--- config.mk ---
export PLATFORM = sky130hd
export DESIGN_NAME = cpu_ctrl_fsm
export DESIGN_NICKNAME = d
export VERILOG_FILES = /design/src/rtl/cpu_ctrl_fsm.sv
export SDC_FILE = /design/constraint.sdc
export NUM_CORES = 1
export LEC_CHECK = 0
export BUFFER_PORTS_ARGS = -buffer_cell sky130_fd_sc_hd__buf_2
export CAP_MARGIN = 20
export CORE_MARGIN = 2
export CORE_UTILIZATION = 45
export DETAILED_ROUTE_END_ITERATION = 8
export PLACE_DENSITY = 0.76
export SYNTH_ARGS = -nofsm -noshare
export SYNTH_HDL_FRONTEND = slang
export SYNTH_SLANG_ARGS = --single-unit
--- constraint.sdc ---
create_clock -name clk -period 2.2 [get_ports clk]
set_input_delay 0.11 -clock clk [delete_from_list [all_inputs] [get_ports clk]]
set_output_delay 0.11 -clock clk [all_outputs]
set_load 0.02 [all_outputs]
--- src/rtl/cpu_ctrl_fsm.sv ---
// Multi-cycle control unit for the 8-bit core: fetch/decode/execute sequencing,
// instruction register, PC and the load-data register feeding the datapath.
module cpu_ctrl_fsm (
   input  logic        clk,
   input  logic        rst_n,
   output logic [7:0]  imem_addr,
   input  logic [15:0] imem_rdata,
   output logic [7:0]  dmem_addr,
   output logic        dmem_re,
   output logic        dmem_we,
   input  logic        dmem_ready,
   input  logic [7:0]  dmem_rdata,
   output logic [7:0]  mem_data,
   output logic [1:0]  Rs,
   output logic [1:0]  Rt,
   output logic [1:0]  Rd,
   output logic [7:0]  imm,
   output logic        selscrB,
   output logic        regdes,
   output logic        memtoreg,
   output logic [2:0]  alucs,
   output logic        regwrite,
   output logic        flagwrite,
   input  logic        zeroout,
   output logic        halted,
   // Debug view of the FSM: 0 FETCH, 1 DECODE, 2 EXEC, 3 MEM, 4 WB, 5 HALT.
   output logic [2:0]  state_dbg
);

   // Data-memory handshake: dmem_re/dmem_we act as valid and dmem_ready as ready.
   // The access completes in the cycle both are high; until then the strobe stays
   // high and dmem_addr stays unchanged. Nothing is retained across a reset.

   typedef enum logic [2:0] {
      S_FETCH  = 3'd0,
      S_DECODE = 3'd1,
      S_EXEC   = 3'd2,
      S_MEM    = 3'd3,
      S_WB     = 3'd4,
      S_HALT   = 3'd5
   } state_t;

   localparam logic [3:0] OP_NOP  = 4'h0;
   localparam logic [3:0] OP_ADD  = 4'h1;
   localparam logic [3:0] OP_SUB  = 4'h2;
   localparam logic [3:0] OP_AND  = 4'h3;
   localparam logic [3:0] OP_OR   = 4'h4;
   localparam logic [3:0] OP_XOR  = 4'h5;
   localparam logic [3:0] OP_ADC  = 4'h6;
   localparam logic [3:0] OP_ADDI = 4'h7;
   localparam logic [3:0] OP_LDI  = 4'h8;
   localparam logic [3:0] OP_LD   = 4'h9;
   localparam logic [3:0] OP_ST   = 4'hA;
   localparam logic [3:0] OP_BEQZ = 4'hB;
   localparam logic [3:0] OP_JMP  = 4'hC;
   localparam logic [3:0] OP_HALT = 4'hF;

   state_t      state_q, state_d;
   logic [7:0]  pc_q, pc_d;
   logic [15:0] ir_q, ir_d;
   logic [7:0]  mem_data_q, mem_data_d;
   logic [3:0]  op;
   logic        op_alu;
   logic        op_regw;
   logic        op_flagw;
   logic [7:0]  pc_inc;

   assign op       = ir_q[15:12];
   assign op_alu   = (op >= OP_ADD) && (op <= OP_ADC);
   assign op_regw  = (op >= OP_ADD) && (op <= OP_LD);
   assign op_flagw = (op >= OP_ADD) && (op <= OP_ADDI);
   assign pc_inc   = pc_q + 8'd1;

   // Field decode comes straight from IR, so it is stable from EXEC to end of WB.
   assign imem_addr = pc_q;
   assign dmem_addr = ir_q[7:0];
   assign imm       = ir_q[7:0];
   assign Rs        = ir_q[11:10];
   assign Rt        = ir_q[9:8];
   assign Rd        = ir_q[7:6];
   assign mem_data  = mem_data_q;
   assign halted    = (state_q == S_HALT);
   assign state_dbg = state_q;

   always_comb begin
      alucs    = 3'b000;
      selscrB  = 1'b0;
      regdes   = 1'b0;
      memtoreg = 1'b0;
      case (op)
         OP_ADD:  alucs = 3'b000;
         OP_SUB:  alucs = 3'b001;
         OP_AND:  alucs = 3'b010;
         OP_OR:   alucs = 3'b011;
         OP_XOR:  alucs = 3'b100;
         OP_ADC:  alucs = 3'b101;
         OP_ADDI: selscrB = 1'b1;
         OP_LDI: begin
            alucs   = 3'b111;
            selscrB = 1'b1;
         end
         OP_LD: begin
            selscrB  = 1'b1;
            memtoreg = 1'b1;
         end
         OP_ST: begin
            alucs   = 3'b110;
            selscrB = 1'b1;
         end
         default: alucs = 3'b000;
      endcase
      regdes = op_alu;
   end

   always_comb begin
      state_d    = state_q;
      pc_d       = pc_q;
      ir_d       = ir_q;
      mem_data_d = mem_data_q;
      dmem_re    = 1'b0;
      dmem_we    = 1'b0;
      regwrite   = 1'b0;
      flagwrite  = 1'b0;
      case (state_q)
         S_FETCH: state_d = S_DECODE;
         S_DECODE: begin
            ir_d    = imem_rdata;
            state_d = S_EXEC;
         end
         S_EXEC: begin
            case (op)
               OP_LD, OP_ST: state_d = S_MEM;
               OP_BEQZ: begin
                  pc_d    = zeroout ? ir_q[7:0] : pc_inc;
                  state_d = S_FETCH;
               end
               OP_JMP: begin
                  pc_d    = ir_q[7:0];
                  state_d = S_FETCH;
               end
               OP_HALT: state_d = S_HALT;
               default: begin
                  // NOP and the unused opcodes D/E fall through to the next word.
                  if (op_regw) begin
                     state_d = S_WB;
                  end else begin
                     pc_d    = pc_inc;
                     state_d = S_FETCH;
                  end
               end
            endcase
         end
         S_MEM: begin
            dmem_re = (op == OP_LD);
            dmem_we = (op == OP_ST);
            if (dmem_ready) begin
               if (op == OP_LD) begin
                  mem_data_d = dmem_rdata;
               end
               state_d = S_WB;
            end
         end
         S_WB: begin
            regwrite  = op_regw;
            flagwrite = op_flagw;
            pc_d      = pc_inc;
            state_d   = S_FETCH;
         end
         S_HALT: state_d = S_HALT;
         default: state_d = S_FETCH;
      endcase
   end

   always_ff @(posedge clk or negedge rst_n) begin
      if (!rst_n) begin
         state_q    <= S_FETCH;
         pc_q       <= 8'h00;
         ir_q       <= 16'h0000;
         mem_data_q <= 8'h00;
      end else begin
         state_q    <= state_d;
         pc_q       <= pc_d;
         ir_q       <= ir_d;
         mem_data_q <= mem_data_d;
      end
   end

endmodule

Word-level counts from Yosys, hierarchy flattened:

Index checks and enable logic that the tools add are counted.

* register bits after elaboration: 35
* latch bits: 0
* bits in writable memories: 0
* ROM bits: 0
* bits of input ports: 28
* output and inout bits: 52
* logic and storage cells: 55
* memories: 0

* $add $sub $neg: 1
* multiply operators: 0
* div/mod/pow operators: 0
* order comparisons: 4
* equality and inequality tests: 20
* shifts and indexed selects: 0
* multiplexer cells: 15
* bitwise operators: 0
* reduce and logical (&&, ||, !) cells: 11

Operator list (number)
* equality test 4 bit (second input constant): 6
* one-hot mux 8 bit (3 select lines): 1
* one-hot mux 3 bit (7 select lines): 1
* equality test 4 x 3 -> 1 bit (second input constant): 4
* 2-to-1 mux 8 bit: 2
* one-hot mux 8 bit (2 select lines): 1
* one-hot mux 3 bit (5 select lines): 1
* one-hot mux 3 bit (3 select lines): 1
* adder 8 x 1 -> 8 bit (second input constant): 1
* equality test 4 x 2 -> 1 bit (second input constant): 2
* <= comparator 4 x 3 -> 1 bit (second input constant): 2
* equality test 3 x 2 -> 1 bit (second input constant): 2
* equality test 3 bit (second input constant): 2
* 2-to-1 mux 1 bit: 6
* 2-to-1 mux 3 bit: 2
* AND reduction 3 bit: 2
* >= comparator 4 x 1 -> 1 bit (second input constant): 1
* <= comparator 4 bit (second input constant): 1
* inequality test 2 bit (second input constant): 2
* inequality test 4 bit (second input constant): 1
* OR reduction 2 bit: 2
* OR reduction 4 bit: 1
* equality test 3 x 1 -> 1 bit (second input constant): 1
* logical AND 1 bit: 3
* other kinds (3): 3

Depth between registers and ports, before layout:

Gate-level depths: netlist of run 1.

* depth after elaboration: 5
* gate-level depth with buffers: 6
* mapped depth without buffers: 5

Least setup slack after synthesis of run 1:

OpenSTA, ideal clock, no wires.

* path type: flip-flop to flip-flop
* start point: register state_q[2] (netlist: state_dbg[2])
* end point: register mem_data_q[0] (netlist: mem_data[0])
* library setup time: 0.125 ns
* arrival: 1.933 ns
* data required time: 2.075 ns
* setup slack: 0.142 ns
* cell stages (with the launch flop): 6
* path buffers: 1
* period minus slack after synthesis: 2.058 ns
* cells stage by stage: dfrtp_1 > nand2b_1 > clkbuf_1 > nor4_2 > nand2_1 > mux2_2

* longest elaborated chain between the ends: 2

RTL lines
* from (decl): RTL line 58 `state_t state_q, state_d;`
* from (signal assigned): RTL line 181 `state_q <= state_d;`
* equality test 3 x 2 -> 1 bit: RTL line 124 `case (state_q)`
* AND reduction 3 bit (no line)
* to (signal assigned): RTL line 184 `mem_data_q <= mem_data_d;`
* to (decl): RTL line 61 `logic [7:0] mem_data_q, mem_data_d;`

Every way passes these cells.
A chain may end at the register's enable or synchronous reset.

Final worst setup path of run 1:

* start point: register ir_q[13]
* end point: register mem_data_q[4] (netlist: mem_data[4])

* longest elaborated chain between the ends: 2

RTL lines
* from (decl): RTL line 60 `logic [15:0] ir_q, ir_d;`
* from (signal assigned): RTL line 183 `ir_q <= ir_d;`
* equality test 4 bit: RTL line 157 `if (op == OP_LD) begin`
* AND reduction 3 bit (no line)

Every way passes these cells.

==> flow_metrics.py, run 1 <==
metrics = {
    "power_and_ir_drop": {
        "p_leak_nw": 1.22,
        "ir_drop_v": 0.000656,
        "p_per_area_mw_per_mm2": 1610,
    },
    "setup_path": {
        "reg2regPathDepth": 4,
        "crit_required_ps": 2370,
        "r2r_setup_slack_ps": 220,
        "slowest_stage": "dfrtp_1",
        "slowest_delay_ps": 560,
        "endpoint_kind": "flip-flop",
        "cp_max_fo": 19,
        "crit_chain": "nand2b_1 > nor4_2 > nand2_1 > mux2_2",
        "start_kind": "flip-flop",
        "worstSetupPathType": "reg2reg",
        "critPathArrivalTime_ps": 2150,
    },
    "logic_synthesis": {
        "ys_seq_area_frac": 0.411,
        "syn_inst": 210,
        "syn_avg_cell_area_um2": 10.1,
        "synth_cell_type_count": 49,
        "netlist_area_mm2": 0.00213,
        "synth-seq-cells": 35,
        "synth_nets": 239,
        "yosysWarnings": 0,
    },
    "drt": {
        "wl_met2_mm": 2.10,
        "vias": 1757,
        "wl_per_cell_um": 14.1,
        "drc": 0,
        "drt_iter0_drc": 170,
        "routed_wirelength_mm": 4.53,
        "routed.top_layer": "met4",
        "drt_pre_antenna_iters": 4,
        "wl_met1_mm": 2.06,
        "ant_nets": 0,
        "via_per_inst": 5.47,
        "wl_met3_um": 336,
    },
    "run": {
        "drv_cap": 0,
    },
    "cts": {
        "root_buffer": "clkbuf_8",
        "clockBufferDepth": 2,
        "clk_pin_slew_worst_paths_ps": 70,
        "clock_sinks": 35,
        "cts_tree": "built",
        "ctsResizeCount": 0,
        "cts_buffers": 5,
        "clock_latency_ps": 290,
        "htreeDepth": 2,
    },
    "timing": {
        "rsz0062_at_grt": "false",
        "skew_ps": 4.96,
        "hold_violations": 0,
        "fin_crit_ps": 1980,
        "finalSetupViolCount": 0,
        "worst_pin_slew_ps": 813,
        "whs_ps": 27.0,
        "finalSetupTns_ps": 0,
        "fmax_mhz": 505,
        "slew_viol_final": 0,
        "maxSlewHeadroom": 0.458,
        "finalCritPeriodShare": 0.900,
    },
    "grt": {
        "grt_max_degree": 36,
        "track_usage": 0.176,
        "grt_pass1_vias": 1580,
        "grt_overflow": 0,
        "grt_pass1_wl_mm": 7.18,
        "antenna_found_initial": 0,
    },
    "cells_and_area": {
        "nFillCells": 450,
        "syn2layout_area_growth_pct": 16.4,
        "nets": 295,
        "drive_above_1_share": 0.449,
        "diodes": 0,
    },
    "run_status": {
        "status": "finished, final reports clean",
    },
    "placement": {
        "gp_congestion": 0.868,
        "portBuffers": 79,
        "dp_hpwl_mm": 3.32,
    },
    "worst_hold_path": {
        "hold_path.class": "in2reg",
        "min_path_cells": 3,
    },
    "floorplanning": {
        "rows": 25,
        "io_pins": 80,
        "die_h_um": 72.8,
        "coreArea_mm2": 0.00463,
        "start_util": 0.460,
        "dieWidth_um": 72.8,
        "dieArea_mm2": 0.00530,
    },
}
## worst paths after layout
| path | startpoint | to |
|---|---|---|
| min in group asynchronous | rst_n | state_dbg[1]$_DFFE_PN0P_ |
| max | ir_q[13]$_DFFE_PN0N_ | mem_data[4]$_DFFE_PN0P_ |
| max in group asynchronous | rst_n | mem_data[0]$_DFFE_PN0P_ |
| min reg2reg | ir_q[11]$_DFFE_PN0N_ | ir_q[11]$_DFFE_PN0N_ |
| max reg2reg | ir_q[13]$_DFFE_PN0N_ | mem_data[4]$_DFFE_PN0P_ |
| min | imem_rdata[15] | ir_q[15]$_DFFE_PN0N_ |
## worst max-delay path, delay by kind of cell, from the launching register on
| family | cells | cell delay, ps |
|---|---|---|
| mux | 1 | 360 |
| simple gates | 3 | 940 |
| flops | 1 | 560 |
## synth_stat cells, drive strengths merged
master   instances  share of area
o21bai           1         0.0035
dfrtp           35           0.41
nand3            4         0.0094
o21a             1         0.0035
ha               1         0.0059
nor4             2         0.0088
nor3             8          0.021
mux2            23           0.12
nand4            2         0.0059
o211a            1         0.0047
xnor2            1         0.0041
a22oi            3          0.011
and4             1         0.0041
o32ai            2         0.0082
a21oi            3         0.0070
and2             3          0.010
or4              1         0.0053
a41o             1         0.0047
or3b             2         0.0082
nand2b           6          0.018
o22ai            1         0.0029
o2bb2ai          2         0.0082
buf             29           0.10
o211ai          12          0.045
nor2            10          0.018
a22o             1         0.0041
and3             2         0.0059
o21ai            8          0.019
nor2b            2         0.0059
clkbuf           8          0.015
nor3b            3          0.011
nand3b           2         0.0070
a31oi            4          0.012
and4b            1         0.0047
nand2           10          0.018
mux2i            6          0.028
a311oi           1         0.0041
nand4b           1         0.0041
inv              6          0.011
## registers in the layout, indices dropped and copies added (netlist names)
signal and cells:
ir_q 16, imem_addr 8, state_dbg 3, mem_data 8
## through the flow
| step | setup WS [ps] | power (W) | std cells | util | area (µm²) |
|---|---|---|---|---|---|
| floorplan | 142 | 0.00321 | 210 | - | 2130 |
| global placement | 232 | 0.00352 | 312 | 0.516 | 2390 |
| detailed placement | 198 | 0.00357 | 312 | 0.516 | 2390 |
| CTS | 185 | 0.00404 | 321 | 0.535 | 2480 |
| global route | 8.99 | 0.00431 | 321 | 0.535 | 2480 |
| finish | 219 | 0.00400 | 321 | 0.535 | 2480 |
## layout by cell type (no fill, tap or decap), types with 3 or more instances in the layout
cell      Yosys  routed
a22oi_1       3       3
nor2_1       10      10
inv_1         6       6
clkbuf_8      0       5
buf_2         1      79
o211ai_1     11      11
nand3_1       4       4
o21ai_0       7       7
nor3_1        7       7
a21oi_1       3       3
mux2_2       23      23
a31oi_1       4       4
nand2b_1      6       6
mux2i_1       6       6
nor3b_1       3       3
buf_4        25       6
dfrtp_1      35      35
nand2_1      10      10
## logic make-up (layout without fill, tap and decap cells)
group,count (synthesis),count (layout),synth area share
muxes,29,29,0.150
adders and majority gates,1,1,0.00587
xor gates and xnor gates,1,1,0.00411
DFF,35,35,0.411
AOI/OAI and AO/OA,41,41,0.137
and+or+nand+nor,60,60,0.164
buffers and inverters,43,100,0.128
## timing repair
| action | CTS | global route |
|---|---|---|
| endpoints found under the hold margin | 35 | 0 |
| hold buffers | 1 | 0 |
| buffers inserted | 0 | 0 |
## metal layers
metal  vias to the layer above  GRT usage
met5                         -          0
met4                         0     0.0535
met3                         5     0.0497
met2                        64      0.266
met1                       843      0.245
li1                        845          -
## report_power, final
| group | internal [W] | switching (W) | leakage (nW) |
|---|---|---|---|
| registers | 0.000919 | 0.000374 | 0.418 |
| logic | 0.000959 | 0.00129 | 0.755 |
| clock network | 0.000222 | 0.000231 | 0.0422 |
| total | 0.00210 | 0.00190 | 1.22 |
## area by class of cell
type | instances | area, µm² | area share
timing repair buffer | 86 | 450 | 0.182
sequential | 35 | 876 | 0.353
clock inverter | 1 | 5.00 | 0.00202
tap | 54 | 67.6 | 0.0273
multi-input combinational | 132 | 981 | 0.396
inverter | 6 | 22.5 | 0.00909
clock buffer | 7 | 76.3 | 0.0308
Note: power is estimated with default switching activity, not from simulation.
==> inputs of run 2 (changes only) <==
- ABC_AREA: default -> 1
- CORE_MARGIN: 2 -> default
==> run 2 against run 1 <==
  * Flip-flop and latch count unchanged
  * Largest cell class unchanged
  * Count of clock-buffer cells in the layout is 1 lower
  * Critical path depth increased by 4
  * Critical path type unchanged
  * Sequential power shrank 3%
==> flow_metrics.py, run 2 <==
metrics = {
    "cells_and_area": {
        "nets": 362,
        "design_area_mm2": 0.00251,
        "largest_register_ffs": 16,
        "multiInputGateArea_um2": 932,
        "syn2layout_area_growth_pct": 20.2,
        "regMostFlops": "ir_q",
        "diodes": 0,
        "final_cell_mix": "83 x nand2_1, 79 x buf_2, 35 x dfrtp_1",
        "regArea_um2": 876,
        "mostFrequentLayoutCell": "nand2_1",
        "drive_above_1_share": 0.335,
        "nFillCells": 441,
    },
    "drt": {
        "ant_nets": 0,
        "vias": 1919,
        "drt_iter0_drc": 103,
        "routed_wirelength_mm": 4.56,
        "via_per_inst": 4.97,
        "drt_pre_antenna_iters": 4,
        "drc": 0,
        "wl_per_cell_um": 11.8,
    },
    "floorplanning": {
        "coreArea_mm2": 0.00441,
        "io_pins": 80,
        "dieWidth_um": 70.1,
        "rows": 24,
        "start_util": 0.473,
        "die_h_um": 70.1,
        "dieArea_mm2": 0.00492,
    },
    "setup_path": {
        "slowest_stage": "dfrtp_1",
        "critPathArrivalTime_ps": 1950,
        "worstSetupPathType": "reg2reg",
        "cp_max_fo": 12,
        "worst-path-buf-inv": 1,
        "cp_common_cell": "nand2_1",
        "endpoint_kind": "flip-flop",
        "crit_chain": "nor2_1 > nand2_1 > o21ai_0 > nand2_1 > nor2_4 > inv_1 > nand2_1 > nand2_1",
        "crit_required_ps": 2380,
        "slowest_delay_ps": 440,
        "cp_top_family": "simple AND/OR/NAND/NOR gates",
        "start_kind": "flip-flop",
    },
    "timing": {
        "fin_crit_ps": 1770,
        "rsz0062_at_grt": "false",
        "finalSetupTns_ps": 0,
        "finalWorstSetupSlack_ps": 431,
        "finalSetupViolCount": 0,
        "hold_violations": 0,
        "worst_pin_slew_ps": 761,
        "maxSlewHeadroom": 0.493,
        "skew_ps": 4.70,
        "fmax_mhz": 565,
        "slew_viol_final": 0,
        "finalCritPeriodShare": 0.804,
    },
    "cts": {
        "cts_buffers": 5,
        "clk_pin_slew_worst_paths_ps": 70,
        "clockBufferDepth": 2,
        "post_cts_buffers": 0,
        "clock_latency_ps": 290,
        "htreeDepth": 2,
        "cts_tree": "built",
        "ctsResizeCount": 0,
        "clock_sinks": 35,
        "root_buffer": "clkbuf_8",
    },
    "logic_synthesis": {
        "synth_nets": 300,
        "yosysTopAreaCellShare": 0.419,
        "synth.top_cells.by_count": "83 x nand2_1, 35 x dfrtp_1, 26 x nand3_1, 26 x nor2_1, 22 x buf_4",
        "yosysWarnings": 0,
        "netlist_area_mm2": 0.00209,
        "ys_seq_area_frac": 0.419,
        "synth_top_cells_by_area": "dfrtp_1 42%, nand2_1 15%, buf_4 7.9%",
        "synth_cell_type_count": 28,
        "synth_ff_type": "dfrtp_1",
        "syn_avg_cell_area_um2": 7.71,
        "synth-edff-count": 0,
        "syn_inst": 271,
        "yosys.area.top_type": "dfrtp_1",
        "synth-seq-cells": 35,
        "synth.most_common_cell": "nand2_1",
        "async_flop_share": 1.00,
    },
    "power_and_ir_drop": {
        "p_per_area_mw_per_mm2": 1680,
        "ir_drop_v": 0.000788,
        "p_leak_nw": 1.40,
    },
    "placement": {
        "portBuffers": 79,
        "post_dp_cell_area_mm2": 0.00237,
        "pre_cts_ws_ps": 475,
        "dp_hpwl_mm": 3.50,
        "gp_congestion": 0.873,
    },
    "grt": {
        "grt_pass1_wl_mm": 7.69,
        "grt_max_degree": 36,
        "track_usage": 0.195,
        "grt_pass1_vias": 1782,
        "antenna_found_initial": 0,
        "grt_overflow": 0,
    },
    "run_status": {
        "status": "finished, final reports clean",
    },
    "run": {
        "drv_cap": 0,
    },
    "worst_hold_path": {
        "hold_path.class": "in2reg",
    },
}
-- run 2: changes by cell type after synthesis, sizes merged, moves of 7 or more --
| cell | before | now |
|---|---|---|
| nor2 | 10 | 29 |
| mux2 | 23 | 12 |
| nand3 | 4 | 27 |
| clkbuf | 8 | 1 |
| nand2 | 10 | 87 |
| o211ai | 12 | 2 |
| inv | 6 | 23 |
-- run 2: worst paths after layout --
path	startpoint	endpoint	slack, ps	cells past startpoint
max in group asynchronous	rst_n	mem_data[5]$_DFFE_PN0P_	1290	2
min in group asynchronous	rst_n	imem_addr[7]$_DFFE_PN0P_	430	2
hold reg to reg	mem_data[3]$_DFFE_PN0P_	mem_data[3]$_DFFE_PN0P_	480	2
setup / recovery	state_dbg[0]$_DFFE_PN0P_	imem_addr[4]$_DFFE_PN0P_	430	8
hold / removal	imem_rdata[10]	ir_q[10]$_DFFE_PN0N_	50	2
setup reg to reg	state_dbg[0]$_DFFE_PN0P_	imem_addr[4]$_DFFE_PN0P_	430	8
-- run 2: kinds of logic after synthesis --
group           count (synthesis)  share of synthesized area
flops                          35                      0.419
buf+inv                        50                      0.135
fa+ha+maj                       1                    0.00599
xor+xnor                        2                    0.00838
mux                            12                     0.0647
compound gates                 21                     0.0557
simple gates                  150                      0.311
-- run 2: routing by layer --
layer,share of wire,vias to the layer above,global-route usage
li1,-,968,-
met1,0.46,884,0.243
met2,0.49,62,0.342
met3,0.048,5,0.0476
met4,0.0083,0,0.0400
met5,0,-,0
-- run 2: worst reg2reg max path: stages (launching register included) --
cell	delay (ps)
dfrtp_1	440
nor2_1	170
nand2_1	240
o21ai_0	200
nand2_1	130
nor2_4	230
inv_1	140
nand2_1	80
nand2_1	50
-- run 2: through the flow --
stage | hold WS (ps) | total power [W] | utilization | instances
after detailed placement | 237 | 0.00354 | 0.537 | 377
after floorplan | -186 | 0.00313 | - | 271
after CTS | 42.9 | 0.00425 | 0.569 | 386
after global routing | 44.0 | 0.00454 | 0.569 | 386
final | 49.8 | 0.00421 | 0.569 | 386
after global placement | 232 | 0.00349 | 0.537 | 377
-- run 2: cell type report --
type,count,share of cell area
multi-input combinational,186,0.371
sequential,35,0.349
timing repair buffer,82,0.167
inverter,23,0.0344
clock buffer,6,0.0289
tap,52,0.0259
clock inverter,2,0.0239
-- run 2: where the power goes --
part           leakage (nW)  internal [W]  switching, W
sequential            0.432      0.000950      0.000295
combinational         0.902      0.000804       0.00148
clock                0.0654      0.000453      0.000234
-- run 2: what timing repair did --
item,in CTS,in global routing
endpoints found under the setup margin,0,0
hold buffers,1,0
endpoints found under the hold margin,35,0
